**src/rtl/reg_w1s_dispatch.sv**
```systemverilog
// Write-1-to-set command register: pending bits are issued one at a time over req/ack
// in round-robin order. Define REG_W1S_DISPATCH_TMO_EN to enable the REQ-phase timeout.
module reg_w1s_dispatch #(
    parameter int BITS_W  = 8,
    parameter int TMO_W   = 8,
    parameter int TMO_CYC = 200
) (
    input  logic              clk,
    input  logic              rst_n,
    input  logic              w_en,
    input  logic [BITS_W-1:0] w_dat,
    input  logic              clr,
    output logic [BITS_W-1:0] pend,
    output logic              cmd_req,
    output logic [BITS_W-1:0] cmd_vec,
    input  logic              cmd_ack,
    output logic              busy,
    output logic              done_pulse,
    output logic              tmo_pulse
);

    localparam int PTR_W = $clog2(BITS_W);

    typedef enum logic [1:0] {
        IDLE = 2'd0,
        REQ  = 2'd1,
        DONE = 2'd2
    } state_t;

    if (BITS_W < 2 || TMO_CYC < 1 || TMO_CYC > (1 << TMO_W) - 1) begin : g_param_check
        $error("reg_w1s_dispatch: BITS_W must be >= 2 and TMO_CYC within 1 .. 2^TMO_W-1");
    end

    state_t            state_q;
    logic [BITS_W-1:0] pend_q;
    logic [BITS_W-1:0] pend_d;
    logic [BITS_W-1:0] cmd_vec_q;
    logic              cmd_req_q;
    logic              done_q;
    logic              tmo_q;
    logic [PTR_W-1:0]  ptr_q;

    logic [BITS_W-1:0] grant_vec;
    logic [BITS_W-1:0] take;
    logic [PTR_W-1:0]  grant_idx;
    logic [PTR_W-1:0]  ptr_next;
    logic              grant_found;
    logic [PTR_W:0]    scan_sum;
    logic [PTR_W-1:0]  scan_idx;
    logic              tmo_hit;

    // Round-robin scan: first pending bit at or after ptr, wrapping past BITS_W-1.
    always_comb begin
        grant_found = 1'b0;
        grant_idx   = '0;
        scan_sum    = '0;
        scan_idx    = '0;
        for (int i = 0; i < BITS_W; i++) begin
            scan_sum = {1'b0, ptr_q} + (PTR_W+1)'(i);
            if (scan_sum >= (PTR_W+1)'(BITS_W)) begin
                scan_sum = scan_sum - (PTR_W+1)'(BITS_W);
            end
            scan_idx = scan_sum[PTR_W-1:0];
            if (!grant_found && pend_q[scan_idx]) begin
                grant_found = 1'b1;
                grant_idx   = scan_idx;
            end
        end
        grant_vec            = '0;
        grant_vec[grant_idx] = grant_found;
    end

    assign ptr_next = (grant_idx == PTR_W'(BITS_W - 1)) ? '0 : grant_idx + 1'b1;
    assign take     = (state_q == IDLE) ? grant_vec : '0;

    // A same-cycle write always survives both clr and the grant.
    assign pend_d = ((clr ? '0 : pend_q) & ~take) | (w_en ? w_dat : '0);

    always_ff @(posedge clk or negedge rst_n) begin
        if (!rst_n) begin
            pend_q <= '0;
        end else begin
            pend_q <= pend_d;
        end
    end

`ifdef REG_W1S_DISPATCH_TMO_EN
    localparam logic [TMO_W-1:0] TMO_LAST = TMO_W'(TMO_CYC - 1);

    logic [TMO_W-1:0] tmo_cnt_q;

    // Held at zero outside REQ, so every REQ entry starts counting from 0.
    always_ff @(posedge clk or negedge rst_n) begin
        if (!rst_n) begin
            tmo_cnt_q <= '0;
        end else if (state_q != REQ) begin
            tmo_cnt_q <= '0;
        end else if (!cmd_ack && !tmo_hit) begin
            tmo_cnt_q <= tmo_cnt_q + 1'b1;
        end
    end

    assign tmo_hit = (tmo_cnt_q == TMO_LAST);
`else
    assign tmo_hit = 1'b0;
`endif

    always_ff @(posedge clk or negedge rst_n) begin
        if (!rst_n) begin
            state_q   <= IDLE;
            cmd_req_q <= 1'b0;
            cmd_vec_q <= '0;
            done_q    <= 1'b0;
            tmo_q     <= 1'b0;
            ptr_q     <= '0;
        end else begin
            done_q <= 1'b0;
            tmo_q  <= 1'b0;
            case (state_q)
                IDLE: begin
                    if (grant_found) begin
                        cmd_vec_q <= grant_vec;
                        cmd_req_q <= 1'b1;
                        ptr_q     <= ptr_next;
                        state_q   <= REQ;
                    end
                end
                REQ: begin
                    // Ack takes priority over a coincident timeout.
                    if (cmd_ack) begin
                        cmd_req_q <= 1'b0;
                        cmd_vec_q <= '0;
                        done_q    <= 1'b1;
                        state_q   <= DONE;
                    end else if (tmo_hit) begin
                        cmd_req_q <= 1'b0;
                        cmd_vec_q <= '0;
                        tmo_q     <= 1'b1;
                        state_q   <= DONE;
                    end
                end
                DONE: begin
                    state_q <= IDLE;
                end
                default: begin
                    state_q <= IDLE;
                end
            endcase
        end
    end

    assign pend       = pend_q;
    assign cmd_req    = cmd_req_q;
    assign cmd_vec    = cmd_vec_q;
    assign done_pulse = done_q;
    assign tmo_pulse  = tmo_q;
    assign busy       = (state_q != IDLE) || (pend_q != '0);

endmodule

```
**config.mk**
```make
export PLATFORM = sky130hd
export DESIGN_NAME = reg_w1s_dispatch
export DESIGN_NICKNAME = d
export VERILOG_FILES = /design/src/rtl/reg_w1s_dispatch.sv
export SDC_FILE = /design/constraint.sdc
export NUM_CORES = 1
export LEC_CHECK = 0
export ABC_AREA = 1
export BUFFER_PORTS_ARGS = -buffer_cell sky130_fd_sc_hd__buf_2
export CAP_MARGIN = 10
export CORE_ASPECT_RATIO = 0.9
export CORE_UTILIZATION = 60
export CTS_BUF_LIST = sky130_fd_sc_hd__clkbuf_4 sky130_fd_sc_hd__clkbuf_8 sky130_fd_sc_hd__clkbuf_16
export CTS_CLUSTER_SIZE = 28
export DETAILED_ROUTE_END_ITERATION = 10
export PLACE_DENSITY = 0.85
export RECOVER_POWER = 25
export SLEW_MARGIN = 15
export SYNTH_ARGS = -nofsm -noshare
export SYNTH_HDL_FRONTEND = slang
export SYNTH_SLANG_ARGS = --single-unit
```
**constraint.sdc**
```tcl
create_clock -name clk -period 5.44 [get_ports clk]
set_clock_uncertainty 0.2 [all_clocks]
set_input_delay 0.272 -clock clk [delete_from_list [all_inputs] [get_ports clk]]
set_output_delay 0.272 -clock clk [all_outputs]
set_load 0.01 [all_outputs]
```
After elaboration in Yosys (flattened, before gate mapping)
Index checks and enable logic that the tools add are counted. W data, S select, Z words.

Add/sub/neg operators: 16. Multipliers: 0. Divide/modulo/power cells: 0. Magnitude comparators: 18. Equal/unequal tests: 4. Shift operators: 0. Muxes and demuxes: 57. Bitwise logic cells: 4. Reductions and logical operators: 23.

Operators with widths (number): $mux W3 (17); $mux W8 (5); $lt A3 B4 Y1 const B (9); $ge A4 B4 Y1 const B (7); $bmux W1 S3 (8); $sub A3 B1 Y3 const B (8); $mux W1 (21); $add A3 B3 Y4 const B (4); $and A8 B8 Y8 (2); $pmux W8 S2 (1); $add A3 B2 Y4 const B (2); $logic_and A1 B1 Y1 (8); $not A8 Y8 (1); $or A8 B8 Y8 (1); $reduce_bool A8 Y1 (1); $logic_not A1 Y1 (7); $add A3 B1 Y4 const B (1); $ge A3 B4 Y1 const B (1); $mux W2 (2); $ne A2 B2 Y1 const B (2); $pmux W2 S2 (1); $reduce_and A2 Y1 (2); $reduce_bool A2 Y1 (2); $add A3 B1 Y3 const B (1); 8 further kinds (8).

Register bits after elaboration: 23. Latch bits: 0. RAM bits: 0. Memory bits (read-only): 0. Input bits: 13. Output and inout bits: 20. Word-level logic and storage cells: 128. Memories: 0.

Longest topological paths before layout
Depth after elaboration: 35. Gate-level depth with buffers: 19.

Worst setup path after synthesis
OpenSTA, ideal clock, no wires.

Path type: register to register. Start point: register ptr_q[0]. End point: register ptr_q[1]. Library setup time: 0.129 ns. Arrival time: 2.517 ns. Required time: 5.111 ns. Path slack: 2.595 ns. Stages on the path, launching flop included: 18. Buffers on the path: 2. Clock period less this slack: 2.845 ns. Cell sequence: dfrtp_1 > buf_6 > inv_2 > buf_6 > ha_1 > inv_1 > nand3_2 > nand3_2 > nand2_2 > nor2_8 > nand4_4 > nor2_4 > nand3_4 > nand3_4 > nand2_4 > ha_1 > nand2_1 > o21ai_0.

Cells in the longest elaborated chain, start to end: 28. Elaborated cells on any way between the ends: 81. Classes of those cells: add/sub: 16; order compare: 8; eq/ne: 1; mux: 41; reduce/logical: 15.

RTL lines: start: declaration (RTL line 41) `logic [PTR_W-1:0] ptr_q;`; start signal: assignment (RTL line 124) `ptr_q <= ptr_next;`; parallel branches: the longest is 25 deep, another holds $add A3 B1 Y4; $mux W3 (*) (RTL line 64) `if (!grant_found && pend_q[scan_idx]) begin`; $add A3 B1 Y3 / $eq A3 B3 Y1 (equally long branches) (RTL line 73) `assign ptr_next = (grant_idx == PTR_W'(BITS_W - 1)) ? '0 : grant_idx + 1'b1;`; $mux W3 (*) (RTL line 73); net ptr_next[1] (RTL line 46) `logic [PTR_W-1:0] ptr_next;`.

Mark *: on every way through the listed nets, which the timed path passes. The select of a mux whose other input is x is not followed. A chain may end at the register's enable or synchronous reset.

Worst setup path after layout
Ends and elaborated chain as after synthesis.

==> results by group <==
Yosys
  • Post-synth cell types: 36
  • Synthesis-stage register bit count: 23
  • Main synth FF type: dfrtp_1
  • Top post-synthesis cells by area: dfrtp_1, nand2_1, nand3_1
  • Post-synthesis average cell area: 7.03 um^2
  • FFs w/ async S/R, synth: between 90% and 100%
  • Post-synth EDFFs: 0
  • Leading cell types by count after synthesis: nand2_1, nand3_1, inv_1, nor2_1, dfrtp_1
  • Sequential cell area fraction in the yosys report: between 30% and 40%
  • Share of the synthesized area in the top cell type: 31.6%
  • Synthesized instance count: between 200 and 300
  • Largest area contributor in the netlist: dfrtp_1
  • Yosys warning count: 0
  • Most numerous cell in the Yosys netlist: nand2_1
  • Syn_nets: between 200 and 300
  • Syn Std Cell Area: 1820 um^2

Clock tree
  • Hold Buf Count CTS: 10
  • H-tree level count: 1
  • Clock Latency Late Sink: 330 ps
  • Clk root buf: clkbuf_4
  • Reg clk slew, reported paths: 130 ps
  • CTS Sinks: 23
  • Clock Path Buffers: 2
  • Post-CTS sizing: 0
  • Post-CTS Setup Bufs: 0
  • CTS tree: built
  • Total CTS buffers: 3

Worst setup path
  • Worst path max stage delay: 590 ps
  • Reg2reg start: ptr_q[0]$_DFFE_PN0P_
  • Startpoint Class: flip-flop
  • CP Data Arrival Time: 3330 ps
  • CP Capture Type: flip-flop
  • Flop2flop setup slack: 2120 ps
  • CP required: 5460 ps
  • Critical-path cell list: inv_2 -> ha_1 -> inv_1 -> nand3_1 -> nand2_1 -> nor2_1 -> a31oi_2 -> inv_2 -> nor2_4 -> nand3_4 -> nand3_4 -> nand2_4 -> ha_1 -> nand2_1 -> o21ai_0
  • Crit Path Max Fanout: 11
  • CP max-delay cell: dfrtp_1
  • Crit path kind: flip-flop to flip-flop
  • Worst reg2reg path depth: 15
  • R2r endpoint: ptr_q[1]$_DFFE_PN0P_

Drt
  • Routed WL: approximately 4.8 mm
  • DR pass1 iterations: 6
  • Vias/cell: 5.47
  • Post-route DRC: 0
  • Routed vias: 1,838
  • Drt initial violations: 141
  • Routed len/inst: about 14 um
  • Post-route ant nets: 0

Timing
  • Fmax: 0.302 GHz
  • Tmin final: 3320 ps
  • Final setup TNS: 0 ps
  • Final critical-path share of the clock period: just over 60%
  • Slew headroom: 19.0%
  • Final hold violations: 0
  • RSZ-0062 raised after global routing: no
  • Worst Tran Pin Value: 1210 ps
  • Final setup viols: 0
  • Max Transition Viols Final: 0

Run status
  • Outcome: completed

Hold path
  • Worst hold path type: primary input to flip-flop
  • Hold Path Cell Cnt: 3
  • Hold EP: pend[6]$_DFF_PN0_
  • Hold_sp: w_en

Place
  • DP Area: 1980 um^2
  • Port Buf Inserts: 31
  • Routability Congestion: 0.937
  • Hpwl dp: approximately 3.5 mm

Finish
  • Final instance area: between 2000 and 2500 um^2
  • Share of cells above drive strength 1: 23.3%
  • Ant diodes: 0
  • Area grow syn2layout: 15.5%
  • NumNets Final: 313

Floorplan
  • Core Footprint: 2820 um^2
  • Die ar.: 3260 um^2
  • Die W: 60.1 um
  • FP Rows: 18
  • Initial core utilization: 64.7%
  • Io pins: 33
  • Die height: 54.3 um

Global routing
  • First-pass GRT wire length: 7.73 mm
  • Largest net degree at the start of global routing: 24
  • Initial antenna violation count: 0
  • Vias in the first global route: 1,584
  • Total GRT Usage: 33.4%
  • Grt total ovfl: 0

Job
  • Max_cap viols: 0
metrics by stage:
step / utilization (%) / hold WS (ps) / std cells / setup slack [ps]
global placement: 70.2 / 60.6 / 322 / 2290
detailed placement: 70.2 / 62.6 / 322 / 2180
finish: 74.7 / 41.3 / 336 / 2120
global route: 74.7 / 21.8 / 336 / 1860
CTS: 74.8 / 17.3 / 336 / 2180
floorplan: - / -224 / 259 / 2590
cell type report:
cell class              count  area, um^2
clock buffers               3        22.5
multi-input cells         198        1080
clock inverters             1        5.00
inverters                  30         113
repair buffers             41         254
flip-flops and latches     23         576
fillers                   228         712
well taps                  40        50.0
registers in the layout, indices dropped and copies added, names as in the netlist:
register	cells
cmd_vec	8
pend	8
ptr_q	3
state_q	2
cmd_req	1
done_pulse	1
worst max-delay path, delay by kind of cell, from the launching register on:
family / cells / cell delay [ps]
AOI/OAI and AO/OA: 2 / 310
adders and majority gates: 2 / 730
buffers and inverters: 3 / 520
DFF: 1 / 590
and+or+nand+nor: 8 / 850
cells by family after synthesis:
group,Yosys count,synth area share (%)
other,1,0.206
flip-flops,23,31.6
XOR/XNOR,4,1.92
AND/OR/NAND/NOR,178,50.4
adder cells (fa/ha/maj),3,2.06
AO/OA/AOI/OAI,12,4.88
buffers and inverters,38,8.93
layout by cell type, fill, tap and decap left out:
cell type / instances
inv_1: 27
a31oi_1: 1
o21bai_1: 1
ha_1: 3
nand4_4: 1
nand3_2: 8
nor2_2: 1
a21oi_4: 1
nand4_1: 5
nand2_4: 4
o22ai_1: 1
o21ai_1: 1
nand3_4: 2
conb_1: 1
xor2_1: 2
a31oi_2: 1
nor2_4: 2
dfrtp_1: 23
nor4_1: 2
o21ai_0: 3
nor2_1: 27
dlygate4sd3_1: 10
clkbuf_4: 3
a21oi_1: 1
a21boi_0: 1
inv_2: 3
nand2_1: 81
o31ai_1: 1
nand3_1: 31
nand3b_1: 2
nor2_8: 1
clkinv_2: 1
clkbuf_1: 1
nand2_2: 11
buf_2: 30
xnor2_1: 2
worst max path at each step:
stage	slack (ps)	end	startpoint
2_1_floorplan	2590	ptr_q[1]$_DFFE_PN0P_	ptr_q[0]$_DFFE_PN0P_
6_report	2120	ptr_q[1]$_DFFE_PN0P_	ptr_q[0]$_DFFE_PN0P_
3_5_place_dp	2180	ptr_q[1]$_DFFE_PN0P_	ptr_q[0]$_DFFE_PN0P_
3_3_place_gp	2290	ptr_q[1]$_DFFE_PN0P_	ptr_q[0]$_DFFE_PN0P_
4_1_cts	2180	ptr_q[2]$_DFFE_PN0P_	ptr_q[0]$_DFFE_PN0P_
5_1_grt	1860	ptr_q[1]$_DFFE_PN0P_	ptr_q[0]$_DFFE_PN0P_
per-layer routing:
metal / track usage [%] / share of wire (%) / up-vias
met5: 0 / 0 / -
met3: 5.44 / 8.3 / 11
met1: 49.9 / 45 / 839
li1: - / - / 894
met4: 9.30 / 1.8 / 0
met2: 49.8 / 45 / 94
Power is not shown: default switching activity piles up to over one toggle a cycle in this logic, so the estimate is an artifact.
